**src/rtl/frogger_game_fsm_if.sv**
```systemverilog
// Game sequencer handshake bundle: per-frame inputs from collision/tile logic and
// registered status outputs toward the frog controller and renderer.
interface frogger_game_fsm_if;
   logic       frame_tick;
   logic       start;
   logic       collision;
   logic [5:0] frogger_y;
   logic       game_active;
   logic       frog_respawn;
   logic [6:0] score;
   logic [1:0] lives;
   logic [2:0] level;
   logic       hit_flash;
   logic [2:0] state;

   modport master (
      output frame_tick, start, collision, frogger_y,
      input  game_active, frog_respawn, score, lives, level, hit_flash, state
   );

   modport slave (
      input  frame_tick, start, collision, frogger_y,
      output game_active, frog_respawn, score, lives, level, hit_flash, state
   );
endinterface

```
**src/rtl/frogger_game_fsm.sv**
```systemverilog
// Frogger game lifecycle sequencer: score, lives, level, respawn and movement gating.
// Latency: every output is registered and updates on the edge entering a state; no backpressure.
module frogger_game_fsm #(
   parameter int START_LIVES     = 3,
   parameter int GOAL_ROW        = 0,
   parameter int HIT_FRAMES      = 60,
   parameter int GOAL_FRAMES     = 30,
   parameter int GOALS_PER_LEVEL = 5,
   parameter int SCORE_MAX       = 99
) (
   input  logic               clk,
   input  logic               rst,
   frogger_game_fsm_if.slave  bus
);

   typedef enum logic [2:0] {
      S_IDLE    = 3'd0,
      S_PLAYING = 3'd1,
      S_HIT     = 3'd2,
      S_GOAL    = 3'd3,
      S_OVER    = 3'd4
   } state_t;

   localparam logic [1:0] LIVES_INIT = 2'(START_LIVES);
   localparam logic [5:0] GOAL_Y     = 6'(GOAL_ROW);
   localparam logic [7:0] HIT_LIM    = 8'(HIT_FRAMES);
   localparam logic [7:0] GOAL_LIM   = 8'(GOAL_FRAMES);
   localparam logic [3:0] GOAL_LVL   = 4'(GOALS_PER_LEVEL);
   localparam logic [6:0] SCORE_SAT  = 7'(SCORE_MAX);
   localparam logic [2:0] LEVEL_SAT  = 3'd7;

   state_t     state_q,   state_d;
   logic [6:0] score_q,   score_d;
   logic [1:0] lives_q,   lives_d;
   logic [2:0] level_q,   level_d;
   logic [3:0] goal_q,    goal_d;
   logic [7:0] frame_q,   frame_d;
   logic       respawn_q, respawn_d;
   logic       active_q,  active_d;
   logic       flash_q,   flash_d;
   logic       start_prev_q;

   logic       start_edge;
   logic [7:0] frame_inc;
   logic [3:0] goal_inc;

   assign start_edge = bus.start & ~start_prev_q;
   assign frame_inc  = frame_q + 8'd1;
   assign goal_inc   = goal_q + 4'd1;

   // start_prev comes out of reset high so a held button cannot launch a game
   always_ff @(posedge clk or posedge rst) begin
      if (rst) begin
         state_q      <= S_IDLE;
         score_q      <= 7'd0;
         lives_q      <= LIVES_INIT;
         level_q      <= 3'd0;
         goal_q       <= 4'd0;
         frame_q      <= 8'd0;
         respawn_q    <= 1'b0;
         active_q     <= 1'b0;
         flash_q      <= 1'b0;
         start_prev_q <= 1'b1;
      end else begin
         state_q      <= state_d;
         score_q      <= score_d;
         lives_q      <= lives_d;
         level_q      <= level_d;
         goal_q       <= goal_d;
         frame_q      <= frame_d;
         respawn_q    <= respawn_d;
         active_q     <= active_d;
         flash_q      <= flash_d;
         start_prev_q <= bus.start;
      end
   end

   always_comb begin
      state_d   = state_q;
      score_d   = score_q;
      lives_d   = lives_q;
      level_d   = level_q;
      goal_d    = goal_q;
      frame_d   = frame_q;
      respawn_d = 1'b0;

      case (state_q)
         S_IDLE, S_OVER: begin
            if (start_edge) begin
               state_d   = S_PLAYING;
               score_d   = 7'd0;
               lives_d   = LIVES_INIT;
               level_d   = 3'd0;
               goal_d    = 4'd0;
               respawn_d = 1'b1;
            end
         end
         S_PLAYING: begin
            // collision outranks a simultaneous arrival at the goal row
            if (bus.collision) begin
               state_d = S_HIT;
               frame_d = 8'd0;
               if (lives_q != 2'd0) begin
                  lives_d = lives_q - 2'd1;
               end
            end else if (bus.frogger_y == GOAL_Y) begin
               state_d = S_GOAL;
               frame_d = 8'd0;
               if (score_q < SCORE_SAT) begin
                  score_d = score_q + 7'd1;
               end
            end
         end
         S_HIT: begin
            if (bus.frame_tick) begin
               frame_d = frame_inc;
               if (frame_inc == HIT_LIM) begin
                  if (lives_q == 2'd0) begin
                     state_d = S_OVER;
                  end else begin
                     state_d   = S_PLAYING;
                     respawn_d = 1'b1;
                  end
               end
            end
         end
         S_GOAL: begin
            if (bus.frame_tick) begin
               frame_d = frame_inc;
               if (frame_inc == GOAL_LIM) begin
                  state_d   = S_PLAYING;
                  respawn_d = 1'b1;
                  if (goal_inc == GOAL_LVL) begin
                     goal_d = 4'd0;
                     if (level_q != LEVEL_SAT) begin
                        level_d = level_q + 3'd1;
                     end
                  end else begin
                     goal_d = goal_inc;
                  end
               end
            end
         end
         default: begin
            state_d = S_IDLE;
         end
      endcase

      active_d = (state_d == S_PLAYING);
      flash_d  = (state_d == S_HIT);
   end

   assign bus.state        = state_q;
   assign bus.score        = score_q;
   assign bus.lives        = lives_q;
   assign bus.level        = level_q;
   assign bus.frog_respawn = respawn_q;
   assign bus.game_active  = active_q;
   assign bus.hit_flash    = flash_q;

endmodule

```
**src/flat_wrapper.sv**
```systemverilog
// flat-port wrapper written by rule: the top's interface ports become plain ports
module frogger_game_fsm_flat 
#(
   parameter int START_LIVES     = 3,
   parameter int GOAL_ROW        = 0,
   parameter int HIT_FRAMES      = 60,
   parameter int GOAL_FRAMES     = 30,
   parameter int GOALS_PER_LEVEL = 5,
   parameter int SCORE_MAX       = 99
)
  (clk, rst, bus_frame_tick, bus_start, bus_collision, bus_frogger_y, bus_game_active, bus_frog_respawn, bus_score, bus_lives, bus_level, bus_hit_flash, bus_state);
  frogger_game_fsm_if bus_i ();
  input  logic clk;
  input  logic rst;
  input wire logic [$bits(bus_i.frame_tick)-1:0] bus_frame_tick;
  input wire logic [$bits(bus_i.start)-1:0] bus_start;
  input wire logic [$bits(bus_i.collision)-1:0] bus_collision;
  input wire logic [$bits(bus_i.frogger_y)-1:0] bus_frogger_y;
  output wire logic [$bits(bus_i.game_active)-1:0] bus_game_active;
  output wire logic [$bits(bus_i.frog_respawn)-1:0] bus_frog_respawn;
  output wire logic [$bits(bus_i.score)-1:0] bus_score;
  output wire logic [$bits(bus_i.lives)-1:0] bus_lives;
  output wire logic [$bits(bus_i.level)-1:0] bus_level;
  output wire logic [$bits(bus_i.hit_flash)-1:0] bus_hit_flash;
  output wire logic [$bits(bus_i.state)-1:0] bus_state;
  assign bus_i.frame_tick = bus_frame_tick;
  assign bus_i.start = bus_start;
  assign bus_i.collision = bus_collision;
  assign bus_i.frogger_y = bus_frogger_y;
  assign bus_game_active = bus_i.game_active;
  assign bus_frog_respawn = bus_i.frog_respawn;
  assign bus_score = bus_i.score;
  assign bus_lives = bus_i.lives;
  assign bus_level = bus_i.level;
  assign bus_hit_flash = bus_i.hit_flash;
  assign bus_state = bus_i.state;
  frogger_game_fsm #(.START_LIVES(START_LIVES), .GOAL_ROW(GOAL_ROW), .HIT_FRAMES(HIT_FRAMES), .GOAL_FRAMES(GOAL_FRAMES), .GOALS_PER_LEVEL(GOALS_PER_LEVEL), .SCORE_MAX(SCORE_MAX)) u_core (.clk(clk), .rst(rst), .bus(bus_i));
endmodule
```
**config.mk**
```make
export PLATFORM = sky130hd
export DESIGN_NAME = frogger_game_fsm_flat
export DESIGN_NICKNAME = d
export VERILOG_FILES = /design/src/rtl/frogger_game_fsm_if.sv /design/src/rtl/frogger_game_fsm.sv /design/src/flat_wrapper.sv
export SDC_FILE = /design/constraint.sdc
export NUM_CORES = 1
export LEC_CHECK = 0
export CAP_MARGIN = 10
export CORE_MARGIN = 1.5
export CORE_UTILIZATION = 55
export CTS_BUF_LIST = sky130_fd_sc_hd__clkbuf_4
export DETAILED_ROUTE_END_ITERATION = 10
export PLACE_DENSITY_LB_ADDON = 0.3
export SLEW_MARGIN = 40
export SYNTH_ARGS = -nofsm -noshare
export SYNTH_HDL_FRONTEND = slang
export SYNTH_SLANG_ARGS = --single-unit
export TNS_END_PERCENT = 100
```
**constraint.sdc**
```tcl
create_clock -name clk -period 3.1 [get_ports clk]
set_input_delay 0.93 -clock clk [delete_from_list [all_inputs] [get_ports clk]]
set_output_delay 0.93 -clock clk [all_outputs]
set_load 0.02 [all_outputs]
```
==> results of run 1 <==
-- power groups by stage --
stage                     Clock, mW  Sequential (mW)  Combinational, mW
final                         0.214            0.576              0.475
after global routing          0.232            0.590              0.521
after CTS                     0.218            0.575              0.477
after detailed placement          0            0.581              0.473
after global placement            0            0.574              0.450
after floorplan                   0            0.591              0.294
-- cells by family after synthesis --
family	Yosys count	synth area share, %
compound gates	48	17.9
xor+xnor	5	2.39
fa+ha+maj	9	6.14
buf+inv	14	2.93
flops	31	42.5
mux	4	2.46
simple gates	86	25.7
-- state kept, by name, summed over array words and instances, names as in the netlist --
register                 count
u_core.bus.frog_respawn      1
u_core.bus.game_active       1
u_core.bus.hit_flash         1
u_core.bus.level             3
u_core.bus.lives             2
u_core.bus.score             7
u_core.bus.state             3
u_core.frame_q               8
u_core.goal_q                4
u_core.start_prev_q          1
-- stage by stage --
step	area [sq um]	hold WS, ns
global placement	2170	0.505
floorplan	1830	0.484
finish	2220	0.526
global route	2220	0.542
detailed placement	2170	0.515
CTS	2220	0.528
-- worst max-delay path, stage by stage --
cell and delay [ns]:
clkdlybuf4s50_1 0.50, nor4b_1 0.42, o2111ai_1 0.27, nand2_1 0.22, and4_1 0.26, xnor2_1 0.12, nor2_1 0.05
-- path summary, 6_finish.rpt --
| path | startpoint | to | slack [ns] |
|---|---|---|---|
| hold reg to reg | u_core.bus.lives[1]$_DFFE_PP1P_ | u_core.bus.lives[1]$_DFFE_PP1P_ | 0.53 |
| setup / recovery | bus_collision | u_core.bus.score[4]$_DFFE_PP0P_ | 0.57 |
| max in group asynchronous | rst | u_core.start_prev_q$_DFF_PP1_ | 1.80 |
| hold / removal | u_core.bus.lives[1]$_DFFE_PP1P_ | u_core.bus.lives[1]$_DFFE_PP1P_ | 0.53 |
| setup reg to reg | u_core.frame_q[0]$_DFFE_PP0P_ | u_core.goal_q[0]$_DFFE_PP0P_ | 0.69 |
| min in group asynchronous | rst | u_core.goal_q[1]$_DFFE_PP0P_ | 0.96 |
-- layer usage --
metal | wire length (um) | track usage [%] | vias to the layer above
met2 | 2250 | 47.0 | 30
li1 | - | - | 789
met1 | 1730 | 28.2 | 813
met5 | 0 | 0 | -
met4 | 68 | 8.70 | 0
met3 | 145 | 5.97 | 10
-- placed cells by master, fill, tap and decap left out, types with 2 or more instances in the layout --
| master | count |
|---|---|
| a21o_1 | 2 |
| a21oi_1 | 5 |
| a22o_1 | 2 |
| and2_1 | 3 |
| and2_4 | 2 |
| and3_1 | 3 |
| buf_4 | 3 |
| clkbuf_4 | 5 |
| clkdlybuf4s50_1 | 28 |
| dfrtp_1 | 28 |
| dfstp_2 | 3 |
| ha_1 | 9 |
| inv_1 | 9 |
| mux2i_1 | 2 |
| nand2_1 | 17 |
| nand2b_1 | 6 |
| nand3_1 | 10 |
| nand4_1 | 6 |
| nor2_1 | 14 |
| nor2b_1 | 3 |
| nor3_1 | 6 |
| nor3b_1 | 2 |
| nor4_1 | 3 |
| o211ai_2 | 2 |
| o21ai_0 | 9 |
| o21ai_1 | 10 |
| o21bai_1 | 2 |
| o31ai_1 | 3 |
| o41ai_1 | 2 |
| or3_1 | 2 |
| xnor2_1 | 2 |
| xor2_1 | 3 |
-- final cells by class --
class | instances | area (sq um) | share of cell area, %
Multi-Input combinational cell | 152 | 1000 | 45.0
Clock inverter | 2 | 8.76 | 0.394
Tap cell | 44 | 55.1 | 2.48
Timing Repair Buffer | 31 | 303 | 13.6
Inverter | 10 | 37.5 | 1.69
Clock buffer | 5 | 37.5 | 1.69
Sequential cell | 31 | 779 | 35.1
==> impl_metrics.env, run 1 <==
export IMPL_leakage_nw=0.990
export IMPL_seq_power_share_pct=45.6
export IMPL_startpoint_type="input pin"
export IMPL_powerDensity_nw_per_um2=570
export IMPL_p_switching_mw=0.501
export IMPL_vias=1642
export IMPL_syn_area_sq_um=1830
export IMPL_hold_path_class="reg -> reg"
export IMPL_drcViolationCount=0
export IMPL_maxCapViolations=0
export IMPL_synth_seq_cells=31
export IMPL_clock_sinks=31
export IMPL_start_util_pct=59.1
export IMPL_cts_hold_buffers=0
export IMPL_vias_per_cell=5.97
export IMPL_hold_viol=0
export IMPL_p_int_mw=0.764
export IMPL_cts_setup_buffers=0
export IMPL_num_io_pins=29
export IMPL_diodes=0
export IMPL_synth_nets=217
export IMPL_post_route_util_pct=71.6
export IMPL_worstPathArrival_ns=2.77
export IMPL_power_mw=1.26
export IMPL_critPathMaxFanout=6
export IMPL_rsz0062_at_grt="no"
export IMPL_synth_common_cells="dfrtp_1 (28), nand2_1 (17), nor2_1 (14)"
export IMPL_status="finished clean"
export IMPL_clockBufferDepth=2
export IMPL_timing_final_crit_share_pct=81.6
export IMPL_dp_slack_ns=0.288
export IMPL_cts_resized=0
export IMPL_fin_setup_tns_ns=0
export IMPL_max_freq_ghz=0.395
export IMPL_overflow=0
export IMPL_synth_edf_count=0
export IMPL_period_minus_slack_ns=2.53
export IMPL_ir_drop_mv=0.412
export IMPL_cts_made_buffers=5
export IMPL_clk_latency_ns=0.34
export IMPL_placementRows=20
export IMPL_grt_total_usage_pct=25.3
export IMPL_die_width_um=60.7
export IMPL_synth_area_leader_cell="dfrtp_1"
export IMPL_instances_no_fill=275
export IMPL_root_buffer="clkbuf_4"
export IMPL_antenna_found_initial=0
export IMPL_whs_path_depth=2
export IMPL_cts_tree="done"
export IMPL_postRouteAntennaNets=0
export IMPL_synth_top_area_share_pct=38.2
export IMPL_layout_drive_gt1_share_pct=9.52
export IMPL_async_flop_share_pct=100
export IMPL_dr_first_iter_drc_count=95
export IMPL_synthTopCellsByArea="dfrtp_1 (38%), ha_1 (6.1%), dfstp_2 (4.3%)"
export IMPL_synth_ff_type="dfrtp_1"
export IMPL_first_global_vias=1571
export IMPL_critPathKind="in -> reg"
export IMPL_clkPwrFrac_pct=16.9
export IMPL_core_sq_um=3100
export IMPL_die_area_sq_um=3690
export IMPL_end_kind="flip-flop"
export IMPL_p_comb_share_pct=37.5
export IMPL_synth_warnings=0
export IMPL_wl_per_cell_um=15.2
export IMPL_wl_um=4190
export IMPL_setup_viol=0
export IMPL_slew_headroom_pct=62.1
export IMPL_ys_types=54
export IMPL_slew_violations=0
export IMPL_synth_most_common_cell="dfrtp_1"
export IMPL_grt_max_degree=32
export IMPL_first_pass_iters=4
export IMPL_yosysSeqAreaShare_pct=42.5
export IMPL_finish_net_count=251
export IMPL_clk_pin_slew_ns=0.09
export IMPL_switching_share_pct=39.6
export IMPL_area_growth_syn_to_layout_pct=21.2
export IMPL_worst_ep_required_time_ns=3.34
export IMPL_reg2reg_depth=7
export IMPL_finalClockSkew_ns=0.0140
export IMPL_dp_cells=268
export IMPL_n_fill_cell=279
export IMPL_setup_ws_ns=0.570
export IMPL_fp_dieH_um=60.7
export IMPL_hpwl_um=3240
export IMPL_routabilityCongestion=0.874
export IMPL_grt_pass1_wl_um=6890
export IMPL_tightest_slew_ns=0.564
export IMPL_synthCells=197
export IMPL_htree_levels=2
export IMPL_numPortBuffers=28
export IMPL_syn_avg_cell_area_sq_um=9.30
Note: power is estimated with default switching activity, not from simulation.
==> run 2, diff against run 1 <==
==> constraint.sdc (replaced) <==
create_clock -name clk -period 2.51 [get_ports clk]
set_input_delay 0.753 -clock clk [delete_from_list [all_inputs] [get_ports clk]]
set_output_delay 0.753 -clock clk [all_outputs]
set_load 0.02 [all_outputs]
==> impl_metrics.env, run 2 (same netlist as run 1, synthesis figures left out) <==
export IMPL_wl_per_cell_um=14.4
export IMPL_root_buffer="clkbuf_4"
export IMPL_hp_start="u_core.bus.lives[1]$_DFFE_PP1P_"
export IMPL_routabilityCongestion=0.889
export IMPL_regMostFlops="u_core.frame_q"
export IMPL_end_kind="output pin"
export IMPL_fin_setup_tns_ns=0
export IMPL_clk_latency_ns=0.32
export IMPL_num_io_pins=29
export IMPL_die_area_sq_um=3690
export IMPL_cp_cell_sequence="clkdlybuf4s50_1"
export IMPL_maxCapViolations=0
export IMPL_placementRows=20
export IMPL_die_width_um=60.7
export IMPL_p_switching_mw=0.611
export IMPL_crit_buf_inv=1
export IMPL_period_minus_slack_ns=2.29
export IMPL_hold_path_class="reg -> reg"
export IMPL_wl_um=4070
export IMPL_cts_tree="done"
export IMPL_antenna_found_initial=0
export IMPL_largest_reg_flops=8
export IMPL_numPortBuffers=28
export IMPL_worstPathArrival_ns=1.54
export IMPL_hold_viol=0
export IMPL_critPathMaxFanout=12
export IMPL_critPathLaunch="u_core.bus.state[0]$_DFF_PP0_"
export IMPL_grt_max_degree=32
export IMPL_dp_cells=274
export IMPL_setup_viol=0
export IMPL_fp_dieH_um=60.7
export IMPL_core_sq_um=3100
export IMPL_area_growth_syn_to_layout_pct=24.0
export IMPL_instances_no_fill=282
export IMPL_p_int_mw=0.982
export IMPL_cts_resized=0
export IMPL_worst_ep_required_time_ns=1.76
export IMPL_cts_setup_buffers=0
export IMPL_dr_wl_met2_um=2080
export IMPL_finalClockSkew_ns=0.00589
export IMPL_cpMaxStageDelayCell="clkdlybuf4s50_1"
export IMPL_vias=1604
export IMPL_vias_per_cell=5.69
export IMPL_clkPwrFrac_pct=17.2
export IMPL_ir_drop_mv=0.506
export IMPL_p_comb_share_pct=40.2
export IMPL_timing_final_crit_share_pct=91.3
export IMPL_met3_length_um=129
export IMPL_cpPeakStageDelay_ns=0.69
export IMPL_top_layer_used="met4"
export IMPL_reg2reg_from="u_core.frame_q[0]$_DFFE_PP0P_"
export IMPL_wl_met1_um=1810
export IMPL_start_util_pct=59.1
export IMPL_max_freq_ghz=0.436
export IMPL_cpLargestDelayFamily="buffers and inverters"
export IMPL_finish_net_count=257
export IMPL_leakage_nw=1.02
export IMPL_switching_share_pct=38.3
export IMPL_startpoint_type="flip-flop"
export IMPL_critPathKind="reg -> out"
export IMPL_clockBufferDepth=2
export IMPL_hpwl_um=3140
export IMPL_slew_violations=0
export IMPL_diodes=0
export IMPL_cts_hold_buffers=0
export IMPL_postRouteAntennaNets=0
export IMPL_final_cell_mix="clkdlybuf4s50_1 (28), dfrtp_1 (28), nand2_1 (17)"
export IMPL_seq_power_share_pct=42.7
export IMPL_powerDensity_nw_per_um2=701
export IMPL_clk_pin_slew_ns=0.09
export IMPL_htree_levels=2
export IMPL_rsz0062_at_grt="no"
export IMPL_dr_first_iter_drc_count=85
export IMPL_grt_total_usage_pct=25.2
export IMPL_grt_pass1_wl_um=6780
export IMPL_overflow=0
export IMPL_drcViolationCount=0
export IMPL_tightest_slew_ns=0.532
export IMPL_status="finished clean"
export IMPL_layout_drive_gt1_share_pct=11.8
export IMPL_first_pass_iters=4
export IMPL_slew_headroom_pct=63.6
export IMPL_cts_made_buffers=5
export IMPL_clock_sinks=31
export IMPL_first_global_vias=1582
## run 2: metal layers
metal	track usage, %	vias up
met3	5.76	7
met1	28.9	769
met5	0	-
li1	-	804
met4	11.2	0
met2	44.7	24
## run 2: final cells by class
cell class / instances / area [sq um]
Multi-Input combinational cell: 152 / 1000
Clock inverter: 2 / 7.51
Inverter: 10 / 37.5
Timing Repair Buffer: 37 / 348
Sequential cell: 31 / 779
Clock buffer: 6 / 45.0
Tap cell: 44 / 55.1
Fill cell: 267 / 831
## run 2: final timing paths
path | to | slack [ns] | cells past startpoint
min in group asynchronous | u_core.bus.hit_flash$_DFF_PP0_ | 0.81 | 3
worst min register to register | u_core.bus.lives[1]$_DFFE_PP1P_ | 0.53 | 2
max in group asynchronous | u_core.start_prev_q$_DFF_PP1_ | 1.38 | 3
worst max-delay path | bus_state[0] | 0.22 | 1
worst min-delay path | u_core.bus.lives[1]$_DFFE_PP1P_ | 0.53 | 2
worst max register to register | u_core.bus.hit_flash$_DFF_PP0_ | 0.27 | 7
## run 2: power by group through the flow
| stage | sequential, mW | combinational (mW) | clock, mW |
|---|---|---|---|
| detailed placement | 0.688 | 0.637 | 0 |
| finish | 0.680 | 0.640 | 0.273 |
| global route | 0.694 | 0.709 | 0.309 |
| global placement | 0.682 | 0.611 | 0 |
| floorplan | 0.729 | 0.363 | 0 |
| CTS | 0.679 | 0.641 | 0.281 |
## run 2: per-stage QoR
step	worst slack, ns	power, mW	hold slack, ns	util, %	area [sq um]
after global placement	0.0720	1.29	0.499	71.5	2220
final	0.219	1.59	0.532	73.2	2270
after CTS	0.211	1.60	0.532	73.2	2270
after detailed placement	0.0118	1.32	0.520	71.5	2220
after global routing	0.119	1.71	0.576	73.2	2270
after floorplan	0.366	1.09	0.484	-	1830
